File: src/rtl/mk_key_pkg.sv
// Shared master-key constants and loader state type; DEFAULT_MK is also the ROM key.
package mk_key_pkg;

  localparam int unsigned KEY_W     = 128;
  localparam int unsigned KEY_BYTES = 16;
  localparam int unsigned CNT_W     = 5;

  localparam logic [KEY_W-1:0] DEFAULT_MK = 128'h6265657062656570606574747563652e;

  typedef enum logic [1:0] {
    IDLE,
    LOAD,
    COMMIT
  } state_t;

endpackage

File: src/rtl/flex_timeout_counter.sv
// Idle-cycle counter that saturates at ROLLOVER and flags while it sits there.
module flex_timeout_counter #(
  parameter int unsigned ROLLOVER = 255
) (
  input  logic clk,
  input  logic n_rst,
  input  logic clear,
  input  logic count_enable,
  output logic rollover_flag
);

  localparam int unsigned CW = $clog2(ROLLOVER + 1);

  logic [CW-1:0] count;

  always_ff @(posedge clk or negedge n_rst) begin
    if (!n_rst) begin
      count <= '0;
    end else if (clear) begin
      count <= '0;
    end else if (count_enable && (count != CW'(ROLLOVER))) begin
      count <= count + CW'(1);
    end
  end

  assign rollover_flag = (count == CW'(ROLLOVER));

endmodule

File: src/rtl/mk_key_loader.sv
// Byte-stream loaded master key; holds DEFAULT_MK until a complete 16-byte key commits.
module mk_key_loader
  import mk_key_pkg::*;
#(
  parameter int unsigned TIMEOUT_CYC = 255
) (
  input  logic             clk,
  input  logic             n_rst,
  input  logic [7:0]       byte_in,
  input  logic             byte_valid,
  output logic             byte_ready,
  input  logic             key_clear,
  output logic [KEY_W-1:0] mk_key,
  output logic             key_src,
  output logic             key_busy,
  output logic             key_update,
  output logic             load_err
);

  state_t             state, state_d;
  logic [KEY_W-1:0]   stage, stage_d;
  logic [KEY_W-1:0]   mk_d;
  logic [CNT_W-1:0]   cnt, cnt_d;
  logic               src_d, upd_d, err_d, ready_d;
  logic               accept;
  logic               tmo_en, tmo_clear, tmo_flag;

  flex_timeout_counter #(
    .ROLLOVER(TIMEOUT_CYC)
  ) u_tmo (
    .clk          (clk),
    .n_rst        (n_rst),
    .clear        (tmo_clear),
    .count_enable (tmo_en),
    .rollover_flag(tmo_flag)
  );

  always_ff @(posedge clk or negedge n_rst) begin
    if (!n_rst) begin
      state      <= IDLE;
      stage      <= '0;
      cnt        <= '0;
      mk_key     <= DEFAULT_MK;
      key_src    <= 1'b0;
      key_update <= 1'b0;
      load_err   <= 1'b0;
      byte_ready <= 1'b0;
    end else begin
      state      <= state_d;
      stage      <= stage_d;
      cnt        <= cnt_d;
      mk_key     <= mk_d;
      key_src    <= src_d;
      key_update <= upd_d;
      load_err   <= err_d;
      byte_ready <= ready_d;
    end
  end

  always_comb begin
    accept    = byte_valid && byte_ready;
    state_d   = state;
    stage_d   = stage;
    cnt_d     = cnt;
    mk_d      = mk_key;
    src_d     = key_src;
    upd_d     = 1'b0;
    err_d     = 1'b0;
    key_busy  = (state != IDLE);
    tmo_en    = (state == LOAD) && !accept;
    tmo_clear = key_clear || accept || tmo_flag || (state != LOAD);

    case (state)
      IDLE: begin
        if (accept) begin
          stage_d = {stage[KEY_W-9:0], byte_in};
          cnt_d   = CNT_W'(1);
          state_d = LOAD;
        end
      end
      LOAD: begin
        // An accept on the expiry cycle wins over the timeout.
        if (accept) begin
          stage_d = {stage[KEY_W-9:0], byte_in};
          cnt_d   = cnt + CNT_W'(1);
          if (cnt_d == CNT_W'(KEY_BYTES)) begin
            state_d = COMMIT;
          end
        end else if (tmo_flag) begin
          stage_d = '0;
          cnt_d   = '0;
          err_d   = 1'b1;
          state_d = IDLE;
        end
      end
      COMMIT: begin
        mk_d    = stage;
        src_d   = 1'b1;
        upd_d   = 1'b1;
        cnt_d   = '0;
        state_d = IDLE;
      end
      default: begin
        state_d = IDLE;
      end
    endcase

    if (key_clear) begin
      state_d = IDLE;
      stage_d = '0;
      cnt_d   = '0;
      mk_d    = DEFAULT_MK;
      src_d   = 1'b0;
      upd_d   = 1'b0;
      err_d   = 1'b0;
    end

    ready_d = (state_d != COMMIT);
  end

endmodule

File: config.mk
export PLATFORM = sky130hd
export DESIGN_NAME = mk_key_loader
export DESIGN_NICKNAME = d
export VERILOG_FILES = /design/src/rtl/mk_key_pkg.sv /design/src/rtl/flex_timeout_counter.sv /design/src/rtl/mk_key_loader.sv
export SDC_FILE = /design/constraint.sdc
export NUM_CORES = 1
export LEC_CHECK = 0
export ABC_AREA = 1
export CORE_UTILIZATION = 35
export CTS_BUF_LIST = sky130_fd_sc_hd__clkbuf_2
export DETAILED_ROUTE_END_ITERATION = 16
export PLACE_DENSITY = 0.58
export SLEW_MARGIN = 25
export SYNTH_ARGS = -nofsm -noshare
export SYNTH_HDL_FRONTEND = slang
export SYNTH_HIERARCHICAL = 1
export SYNTH_SLANG_ARGS = --single-unit
File: constraint.sdc
create_clock -name clk -period 4.3 [get_ports clk]
set_clock_uncertainty 0.05 [all_clocks]
set_input_delay 0.43 -clock clk [delete_from_list [all_inputs] [get_ports clk]]
set_output_delay 0.43 -clock clk [all_outputs]
set_load 0.02 [all_outputs]
# Word-level counts from Yosys, hierarchy flattened
# Cells that the tools add are included.
# Widths: inputs -> output; s select.
[word_totals]
out_inout_bits = 133
reg_bits = 275
[classes]
n_eq_ne = 9
muxes = 28
n_reduce_logical = 15
add_sub_neg = 2
[op_table]
columns = ["operator", "count"]
rows = [
  ["$mux 128", 6],
  ["$pmux 128 s2", 1],
  ["$mux 5", 4],
  ["$mux 8", 2],
  ["$pmux 5 s3", 1],
  ["$mux 2", 5],
  ["$add 8x1->8 const B", 1],
  ["$eq 8x8->1 const B", 1],
  ["$mux 1", 8],
  ["$ne 8x8->1 const B", 1],
  ["$reduce_and 3->1", 2],
  ["$reduce_bool 2->1", 3],
  ["$add 5x1->5 const B", 1],
  ["$eq 5x5->1 const B", 1],
  ["$ne 4x4->1 const B", 1],
  ["$pmux 2 s2", 1],
  ["$reduce_bool 4->1", 1],
  ["$logic_and 1x1->1", 3],
  ["$logic_or 1x1->1", 3],
  ["$ne 3x3->1 const B", 1],
  ["$reduce_bool 3->1", 1],
  ["$eq 2x1->1 const B", 1],
  ["$eq 2x2->1 const B", 1],
  ["$logic_not 2->1", 1],
  ["3 further kinds", 3],
]

# Depth between registers and ports, before layout
[depth]
ltp_word = 7
ltp_mapped = 13
mapped_depth_nobuf = 12

# Hierarchy
# The synthesis kept the hierarchy.
[by_module_without_submodules]
columns = ["mod", "area_each_um2", "seq_area_each_um2", "n_inst", "cells_each"]
rows = [
  ["mk_key_loader", 11146.9, 6755.2, 1, 1049],
  ["flex_timeout_counter", 508.0, 200.2, 1, 70],
]

# Least setup slack after synthesis
# Ideal clock, no wire load.
[synth_timing]
kind = "register to register"
startpoint = "register u_tmo.count[1]"
endpoint = "register stage[10]"
required_time_ns = 4.176
path_buffers = 2
synth_period_minus_slack_ns = 1.815
arrival_time_ns = 1.691
stages_incl_launch_ff = 14
slack_ns = 2.485
path_cell_list = "dfrtp_1 ha_1 nand2_2 nor2_4 nand2_4 inv_1 nor2_1 nand2_4 nand2_2 nor2_4 buf_6 buf_6 nand3_2 o21ai_2"
[synth_between]
elab_chain_cells = 3
[synth_rtl]
columns = ["element", "line_no", "source"]
rows = [
  ["from (decl)", "flex_timeout_counter.sv:14", "logic [CW-1:0] count;"],
  ["from (signal assigned)", "flex_timeout_counter.sv:22", "count <= count + CW'(1);"],
  ["$eq 8x8->1", "flex_timeout_counter.sv:26", "assign rollover_flag = (count == CW'(ROLLOVER));"],
  ["named net tmo_flag", "mk_key_loader.sv:26", "logic tmo_en, tmo_clear, tmo_flag;"],
  ["$ne 4x4->1 (no source line)", "-", ""],
  ["$reduce_and 3->1 (no source line)", "-", ""],
  ["to (signal assigned)", "mk_key_loader.sv:50", "stage <= stage_d;"],
  ["to (decl)", "mk_key_loader.sv:21", "logic [KEY_W-1:0] stage, stage_d;"],
]
# The timed path passes the listed nets, and every way through them passes these cells.
# A chain may end at the register's enable or synchronous reset.

# Worst setup path after layout
[layout_timing]
startpoint = "register state[0]"
endpoint = "output key_busy"
[layout_between]
elab_chain_cells = 1
[layout_rtl]
columns = ["element", "line_no", "source"]
rows = [
  ["from (decl)", "mk_key_loader.sv:20", "state_t state, state_d;"],
  ["from (signal assigned)", "mk_key_loader.sv:49", "state <= state_d;"],
  ["$reduce_bool 2->1", "mk_key_loader.sv:69", "key_busy = (state != IDLE);"],
  ["to (decl)", "mk_key_loader.sv:15", "output logic key_busy,"],
]
# Every way passes these cells.

==> reports/qor.yml <==
status:
  status: "completed"
synthesis:
  yosys-top-cells-area: "dfrtp_1 46%, dfstp_2 13%, nand3_2 7.0%"
  ys_seq_area_share_pct: 59.68
  synth.yosys.warnings: 6
  yosysUniqueCellTypes: 28
  area_fraction_of_the_dominant_cell_type_after_synthesis_pct: 46.38
  synth_fp_nets: 1136
  synthCells: 1119
  synth-edff-count: 0
  async_reset_ff_share_pct: 100.0
  synth_area_per_cell_um2: 10.42
  synth_flop_cell: "dfrtp_1"
  ys_seq_elements: 275
  synthesis.area_mm2: 0.01165
  yosys.area.top_type: "dfrtp_1"
placement:
  place.gp.congestion: 0.7579
  dp_hpwl_mm: 16.84
  io_buffer_count: 144
min_path:
  worst_hold_path.num_cells: 3
  min-delay-start: "byte_in[6]"
  min_to: "stage[6]"
  hold_class: "in -> reg"
sta:
  slew_violations: 0
  final_hold_viol_count: 0
  worst_pin_slew_ps: 832.5
  final.setup.tns_ps: 0
  finalSetupViolations: 0
  slew_headroom_pct: 44.50
  minimum_period_implied_by_the_final_worst_setup_slack_ps: 2749
  period_share_pct: 63.94
  fmax_ghz: 0.3637
  grt_setup_unrepaired: "false"
power_and_ir_drop:
  power_frac_seq_pct: 53.6
  p_sw_mw: 1.413
  power.density_mw_per_mm2: 346.3
  power_leakage_nw: 5.931
  comb_power_share_pct: 7.7
  power_report.internal_total_mw: 3.513
  ir_worst_vdd_v: 0.0001543
  swShare_pct: 28.69
  pwr-share-clk_pct: 38.7
critical_path:
  crit_arrival_ps: 2270
  timing.rr.start: "u_tmo/count[1]"
  timing.critical_path.slowest_stage_cell: "clkdlybuf4s50_1"
  critical_path_required_ps: 3820
  rr_worst_depth: 12
  critical_path.cell_chain: "inv_1 -> ha_1 -> inv_1 -> clkdlybuf4s50_1"
  crit_path_kind: "reg -> out"
  path_common_cell: "inv_1"
  rrSetupSlack_ps: 1720
  r2r_endpoint: "stage[3]"
  critPathLaunchType: "register"
  worstSetupEndpointType: "output port"
  critPathMaxStageDelay_ps: 610
  crit_path_max_fanout: 4
global_routing:
  grt_pass1_wl_mm: 45.00
  grt_start_max_net_pins: 125
  gr-total-overflow: 0
  groute.usage.overall_pct: 16.84
  number_of_antenna_violations_at_the_first_check_in_global_routing: 2
  first_global_vias: 8448
cts:
  cts.path.max_buffers: 3
  postCtsSetupRepairBufs: 0
  clock_insertion_delay_worst_skew_ps: 840
  sinks_on_the_clock_net: 275
  cts.root.buffer_cell: "clkbuf_2"
  post_cts_sizing: 0
  cts-htree-levels: 3
  cts_buffers: 76
  post_cts_hold_buffer_count: 1
  tritoncts: "built"
  clock_pin_slew_reported_for_the_worst_setup_and_hold_paths_after_clock_tree_synthesis_ps: 110
die:
  io-pin-count: 145
  initial_core_util_pct: 35.73
  die_area_mm2: 0.03403
  die_w_um: 184.5
  vertical_extent_of_the_die_um: 184.5
  core-area_mm2: 0.03262
  fp-row-count: 66
finish:
  final_layout_size_suffix_gt1_share_pct: 28.68
  post_synthesis_to_final_layout_area_growth_pct: 22.07
  fin_util_pct: 43.62
  num-nets-final: 1311
route:
  finalWirelength_mm: 27.36
  avgRoutedWirePerCell_um: 15.22
  drcViolationCount: 0
  violation_count_after_the_first_detailed_route_iteration: 376
  antenna_violating_nets_left: 0
  drtPass1Iterations: 4
  vias: 8387
  avgViaCountPerCell: 4.665
flow_run:
  drv.max_cap_violation_count: 0
state kept, by name (all words and copies together) (netlist names):
signal / cells
cnt: 5
mk_key: 128
stage: 128
key_update: 1
load_err: 1
state: 2
u_tmo/count: 8
key_src: 1
byte_ready: 1
power groups by stage:
stage | registers [mW] | clock network (mW) | logic (mW)
after floorplan | 2.68 | 0 | 0.279
after global placement | 2.69 | 0 | 0.382
after detailed placement | 2.69 | 0 | 0.386
after CTS | 2.64 | 2.00 | 0.388
after global routing | 2.65 | 2.15 | 0.424
final | 2.64 | 1.90 | 0.381
layout by cell type, fill, tap and decap left out, types with 59 or more instances in the layout:
cell type        netlist  final
o21ai_0               83     83
clkdlybuf4s50_1        0    143
nand3_1               60     60
inv_1                149    148
dfrtp_1              216    216
nand3_2               81     81
clkbuf_2               0    123
nor2_1                74     73
nand2_1              108    108
o21ai_2               78     78
dfstp_2               59     59
a21oi_1               63     63
metal layers:
metal | wire (um) | global-route usage (%) | part of all wire, %
met4 | 453 | 6.000 | 1.7
met3 | 1326 | 4.130 | 4.8
met1 | 12610 | 22.50 | 46
met5 | 0 | 0 | 0
met2 | 12980 | 26.51 | 47
per-stage QoR:
stage	cells	setup slack (ps)	cell area, um^2	power [mW]	hold slack, ps
finish	1798	1551	14230	4.927	112.0
global route	1798	1364	14230	5.223	26.59
detailed placement	1655	1425	13470	3.075	422.7
floorplan	1119	2485	11650	2.960	84.41
CTS	1793	1450	14180	5.034	19.05
global placement	1655	1482	13470	3.072	415.7
cells in the mapped netlist (5+ instances only):
cell type and number:
buf_2 20, a21oi_1 63, dfrtp_1 216, o21ai_2 78
buf_6 13, inv_1 149, buf_4 13, ha_1 5
nand3_1 60, o21ai_1 46, o21ai_0 83, clkbuf_1 23
nor2_1 74, nand3_2 81, dfstp_2 59, nand2_1 108
final cells by class:
type,count,area [um^2]
sequential,275,6955
clock inverter,14,85.08
inverter,154,583.1
fill,3201,18390
antenna,3,7.507
timing repair buffer,166,1724
tap,442,553.0
multi-input combinational,621,3704
clock buffer,123,615.6
worst max path at each step:
stage / slack (ps) / end / from / cells after the start
6_report: 1550 / key_busy / state[0] / 4
2_1_floorplan: 2490 / stage[10] / u_tmo/count[1] / 13
3_3_place_gp: 1480 / stage[121] / key_clear / 9
5_1_grt: 1360 / key_busy / state[0] / 4
3_5_place_dp: 1430 / stage[121] / key_clear / 9
4_1_cts: 1450 / key_busy / state[0] / 4
critical path: cells and delay by family, from the launching register on:
kind	cells	cell delay, ps
adders and majority gates	1	260
buffers and inverters	3	820
DFF	1	380
logic make-up after synthesis:
logic type	share of synthesized area, %
compound gates	14.24
simple gates	16.78
fa+ha+maj	0.5368
flops	59.68
buf+inv	8.696
xor+xnor	0.07516
(Power assumes the default switching activity.)
==> RTL change 1 (same settings) <==
Set the package constant `CNT_W` to 10 (it was 5).
--- a/src/rtl/mk_key_pkg.sv
+++ b/src/rtl/mk_key_pkg.sv
@@ -5,3 +5,3 @@
   localparam int unsigned KEY_BYTES = 16;
-  localparam int unsigned CNT_W     = 5;
+  localparam int unsigned CNT_W     = 10;
 
Behaviour: same outputs for any inputs over 10 cycles, from zero or initial values and one cycle with n_rst low; that may be too few to reach the edited logic, so the function may still have changed.
==> RTL change 1 against the original RTL <==
Clock power rose by 10%; worst setup slack improved by 73 ps; first-iteration DRC count rose by 31%; total power rose by 3.7%; synthesized area fell by 2.6%; final area fell by 3.1%; die area fell by 2.6%; sequential cell count rose by 5; synthesized cell count rose by 4.9%; maximum frequency rose by 2.7%; count of clock-buffer cells in the layout fell by 6; wire length rose by 0.12%; sequential share of layout area rose by 2.5 points; critical path type is now reg -> reg; highest routed layer unchanged.
==> RTL change 1: results (changes against the original RTL) <==
.. list-table::
   :header-rows: 1

   * - Metric
     - Value
   * - Starting DRC count in detailed routing
     - 491 (was 376)
   * - Layout Utilization
     - 0.435 (was 0.436)
   * - Clock input transition at the sequential cells of the worst setup and hold paths
     - 90 ps (was 110 ps)
   * - Largest net degree at the start of global routing
     - 128 (was 125)
   * - Share of synthesized area occupied by flip-flops and latches
     - 0.624 (was 0.597)
   * - Highest Clock Rate
     - 374 MHz (was 364 MHz)
   * - Cell Count Post-Placement
     - 1,662 (was 1,655)
   * - Largest incremental delay on the critical path
     - 490 ps (was 610 ps)
   * - Final worst hold slack
     - 145 ps (was 112 ps)
   * - Average instance area after synthesis
     - 9.67 um2 (was 10.4 um2)
   * - GRT Overall Usage
     - 0.169 (was 0.168)
   * - Worst-skew pair later-pin latency
     - 810 ps (was 840 ps)
   * - Fraction of layout cells with a size suffix above 1
     - 0.155 (was 0.287)
   * - Internal reg-to-reg setup slack
     - 1620 ps (was 1720 ps)
   * - Post-Synth XOR/XNOR Area
     - 0.00154 (was 0.000751)
   * - Filler-free cell count of the finished design
     - 1,807 (was 1,798)
   * - Worst endpoint data arrival time
     - 3370 ps (was 2270 ps)
   * - Number of iterations in the first detailed-routing pass
     - 5 (was 4)
   * - Critical setup path kind
     - reg -> reg (was reg -> out)
   * - Slew of the pin with the lowest slew margin
     - 815 ps (was 832 ps)
   * - Cell types with the highest counts after synthesis
     - sky130_fd_sc_hd__dfrtp_1, sky130_fd_sc_hd__inv_1, sky130_fd_sc_hd__nand3_1 (was sky130_fd_sc_hd__dfrtp_1, sky130_fd_sc_hd__inv_1, sky130_fd_sc_hd__nand2_1)
   * - Net count, final
     - 1,357 (was 1,311)
   * - Regs by FF count
     - mk_key x128, stage x128, cnt x10 (was mk_key x128, stage x128, u_tmo/count x8)
   * - Destination of the critical timing path
     - stage[123]$_DFFE_PN0P_ (was key_busy)
   * - HPWL after DPL
     - 16,800 um (about the same)
   * - Worst ir drop on vdd
     - 0.000244 V (was 0.000154 V)
   * - Wire length of the first global-routing pass
     - 44,700 um (was 45,000 um)
   * - Cell variety after synth
     - 29 (was 28)
   * - Syn Nets
     - 1,191 (was 1,136)
   * - Post-synthesis adder-cell area fraction
     - 0.00551 (was 0.00537)
   * - Placement-stage cell area
     - 0.0130 mm2 (was 0.0135 mm2)
   * - Number of antenna violations at the first check in global routing
     - 1 (was 2)
   * - Last weighted congestion value of the routability-driven placer
     - 0.825 (was 0.758)
   * - Leakage Power
     - 5.87 nW (was 5.93 nW)
   * - CP max FO
     - 127 (was 4)
   * - Outcome
     - finished clean (unchanged)
[RTL change 1: power by group]
group | switching, mW | total, mW | internal [mW]
Combinational | 0.258 | 0.326 | 0.0687
Sequential | 0.0217 | 2.69 | 2.67
Clock | 1.13 | 2.09 | 0.966
Total | 1.41 | 5.11 | 3.70
[RTL change 1: what timing repair did]
item	CTS	global route
endpoints found under the hold margin	81	0
hold buffers	1	0
setup buffers	0	0
[RTL change 1: layout make-up]
class | instances | area (um2)
fillers | 3181 | 17900
repair buffers | 158 | 1620
flip-flops and latches | 280 | 7080
well taps | 402 | 503
multi-input cells | 660 | 3160
clock inverters | 25 | 209
diodes | 2 | 5.00
inverters | 163 | 627
clock buffers | 117 | 586
[RTL change 1: metal layers]
metal	GRT usage	up-vias	share of wire	wire length (um)
li1	-	4188	-	-
met5	0	-	0	0
met4	0.0706	0	0.024	656
met3	0.0319	51	0.041	1120
met2	0.276	199	0.48	13100
met1	0.220	4135	0.46	12600
==> RTL change 2 (same flow settings) <==
Made on the original files. Take the reset off `stage` and load it in a clocked block of its own.
--- a/src/rtl/mk_key_loader.sv
+++ b/src/rtl/mk_key_loader.sv
@@ -40,3 +40,2 @@
       state      <= IDLE;
-      stage      <= '0;
       cnt        <= '0;
@@ -49,3 +48,2 @@
       state      <= state_d;
-      stage      <= stage_d;
       cnt        <= cnt_d;
@@ -57,2 +55,6 @@
     end
+  end
+
+  always_ff @(posedge clk) begin
+    stage <= stage_d;
   end
Check against the original RTL: same outputs for any inputs over 10 cycles, from zero or initial values and one cycle with n_rst low; that may be too few to reach the edited logic, so the function may still have changed.
==> RTL change 2 against the original RTL <==
Synthesized area decreased by 3.0%; sequential cell count unchanged; worst setup slack lost 200 ps; sequential power down 2%; maximum frequency down 6.9%; utilization down 0.73 points; total power decreased by 3.2%; final area fell by 4.6%; register-to-register slack got worse by 370 ps; worst hold slack improved by 51 ps; wire length grew 1.1%; critical path type is now reg -> reg; largest cell class unchanged; largest power group unchanged; highest routed layer unchanged.
==> RTL change 2: results (changes against the original RTL) <==
.. list-table::
   :header-rows: 1

   * - Metric
     - Value
   * - Outcome
     - finished clean (unchanged)
   * - Share of the synthesized area in compound gates (AO/OA/AOI/OAI)
     - 0.195 (was 0.142)
   * - Starting DRC count in detailed routing
     - 408 (was 376)
   * - Post-placement worst setup slack
     - 1370 ps (was 1430 ps)
   * - CP max FO
     - 73 (was 4)
   * - Final-layout fill cell count
     - 3,058 (was 3,201)
   * - Fraction of layout cells with a size suffix above 1
     - 0.345 (was 0.287)
   * - GRT Overall Usage
     - 0.170 (was 0.168)
   * - Share of synthesized area occupied by flip-flops and latches
     - 0.559 (was 0.597)
   * - Post-synthesis adder-cell area fraction
     - 0.00553 (was 0.00537)
   * - Dominant register cell in the synthesized netlist
     - sky130_fd_sc_hd__dfxtp_1 (was sky130_fd_sc_hd__dfrtp_1)
   * - Cell types with the highest counts after synthesis
     - sky130_fd_sc_hd__nand2_1, sky130_fd_sc_hd__dfxtp_1, sky130_fd_sc_hd__a21oi_2, sky130_fd_sc_hd__nand3_2, sky130_fd_sc_hd__dfrtp_1 (was sky130_fd_sc_hd__dfrtp_1, sky130_fd_sc_hd__inv_1, sky130_fd_sc_hd__nand2_1)
   * - Vias in the first global route
     - 8,247 (was 8,448)
   * - Number of iterations in the first detailed-routing pass
     - 4 (unchanged)
   * - Aggregate routed wire length
     - 27,700 um (was 27,400 um)
   * - Most area-consuming cells after synthesis
     - sky130_fd_sc_hd__dfxtp_1, sky130_fd_sc_hd__dfrtp_1, sky130_fd_sc_hd__dfstp_2, sky130_fd_sc_hd__nand3_2, sky130_fd_sc_hd__a21oi_2 (was sky130_fd_sc_hd__dfrtp_1, sky130_fd_sc_hd__dfstp_2, sky130_fd_sc_hd__nand3_2, sky130_fd_sc_hd__o21ai_2, sky130_fd_sc_hd__inv_1)
   * - Worst ir drop on vdd
     - 0.000145 V (was 0.000154 V)
   * - Post-detailed-route via-to-cell ratio
     - 4.90 (was 4.66)
   * - Clock input transition at the sequential cells of the worst setup and hold paths
     - 90 ps (was 110 ps)
   * - Post-Synth XOR/XNOR Area
     - 0.000775 (was 0.000751)
   * - Cell variety after synth
     - 33 (was 28)
   * - Total clock buffers created by CTS
     - 77 (was 76)
   * - Cell with the most instances after synthesis
     - sky130_fd_sc_hd__nand2_1 (was sky130_fd_sc_hd__dfrtp_1)
   * - Worst-skew pair later-pin latency
     - 820 ps (was 840 ps)
   * - Placement-stage cell area
     - 0.0128 mm2 (was 0.0135 mm2)
   * - Largest net degree at the start of global routing
     - 87 (was 125)
   * - Leakage Power
     - 5.02 nW (was 5.93 nW)
   * - Wire length of the first global-routing pass
     - 44,800 um (was 45,000 um)
   * - Worst endpoint data arrival time
     - 3610 ps (was 2270 ps)
   * - Net count, final
     - 1,181 (was 1,311)
   * - Syn Nets
     - 1,025 (was 1,136)
   * - Last weighted congestion value of the routability-driven placer
     - 0.805 (was 0.758)
   * - Async set-or-reset flop fraction in the synthesized netlist
     - 0.535 (was 1.00)
RTL change 2: path summary, 6_finish.rpt:
check,slack [ps],endpoint,cells past startpoint,from
worst min-delay path,160,stage[4]$_SDFFE_PP0P_,3,byte_in[4]
worst min register to register,420,mk_key[74]$_DFFE_PN1P_,1,stage[74]$_SDFFE_PP0P_
worst max-delay path,1350,stage[69]$_SDFFE_PP0P_,12,u_tmo/count[1]$_DFFE_PN0P_
min in group asynchronous,190,mk_key[32]$_DFFE_PN0P_,2,n_rst
max in group asynchronous,2930,mk_key[112]$_DFFE_PN1P_,3,n_rst
worst max register to register,1350,stage[69]$_SDFFE_PP0P_,12,u_tmo/count[1]$_DFFE_PN0P_
RTL change 2: power breakdown:
| group | switching [mW] | internal, mW | total (mW) |
|---|---|---|---|
| clock | 1.09 | 0.771 | 1.86 |
| combinational | 0.249 | 0.0584 | 0.307 |
| sequential | 0.0157 | 2.58 | 2.60 |
RTL change 2: critical path, stage by stage, from the launching register on:
cell and delay [ps]:
sky130_fd_sc_hd__dfrtp_1 410, sky130_fd_sc_hd__ha_1 210, sky130_fd_sc_hd__nand2_2 100, sky130_fd_sc_hd__nor2_4 170, sky130_fd_sc_hd__nand2_4 90, sky130_fd_sc_hd__inv_1 90, sky130_fd_sc_hd__inv_1 60, sky130_fd_sc_hd__o21ai_1 200
sky130_fd_sc_hd__nand2_4 330, sky130_fd_sc_hd__inv_6 370, sky130_fd_sc_hd__buf_12 430, sky130_fd_sc_hd__nand3_2 130, sky130_fd_sc_hd__a21oi_2 140
RTL change 2: stage by stage:
| step | cells | total power, mW | utilization |
|---|---|---|---|
| global route | 1633 | 5.06 | 0.429 |
| global placement | 1485 | 2.96 | 0.406 |
| detailed placement | 1485 | 2.96 | 0.406 |
| floorplan | 1008 | 2.90 | - |
| CTS | 1630 | 4.87 | 0.429 |
| finish | 1633 | 4.77 | 0.429 |
RTL change 2: cell type report:
type,count,area share
repair buffers,159,0.117
clock buffers,127,0.0468
clock inverters,16,0.00480
well taps,402,0.0371
diodes,3,0.000553
flip-flops and latches,275,0.465
multi-input cells,623,0.320
inverters,28,0.00848
RTL change 2: timing repair:
item	CTS	global route
hold buffers	2	0
gates resized for setup	0	0
hold endpoints to repair	108	0
setup endpoints to repair	0	0
RTL change 2: cell families after synthesis:
logic type                 count (synthesis)
xor gates and xnor gates                   1
AOI/OAI and AO/OA                        268
DFF                                      275
adders and majority gates                  5
and+or+nand+nor                          349
buffers and inverters                    110
RTL change 2: layer usage:
layer	wire (um)	global-route usage	vias up
li1	-	-	3906
met5	0	0	-
met4	469	0.0620	0
met2	13200	0.267	183
met1	12700	0.228	3877
met3	1290	0.0417	37
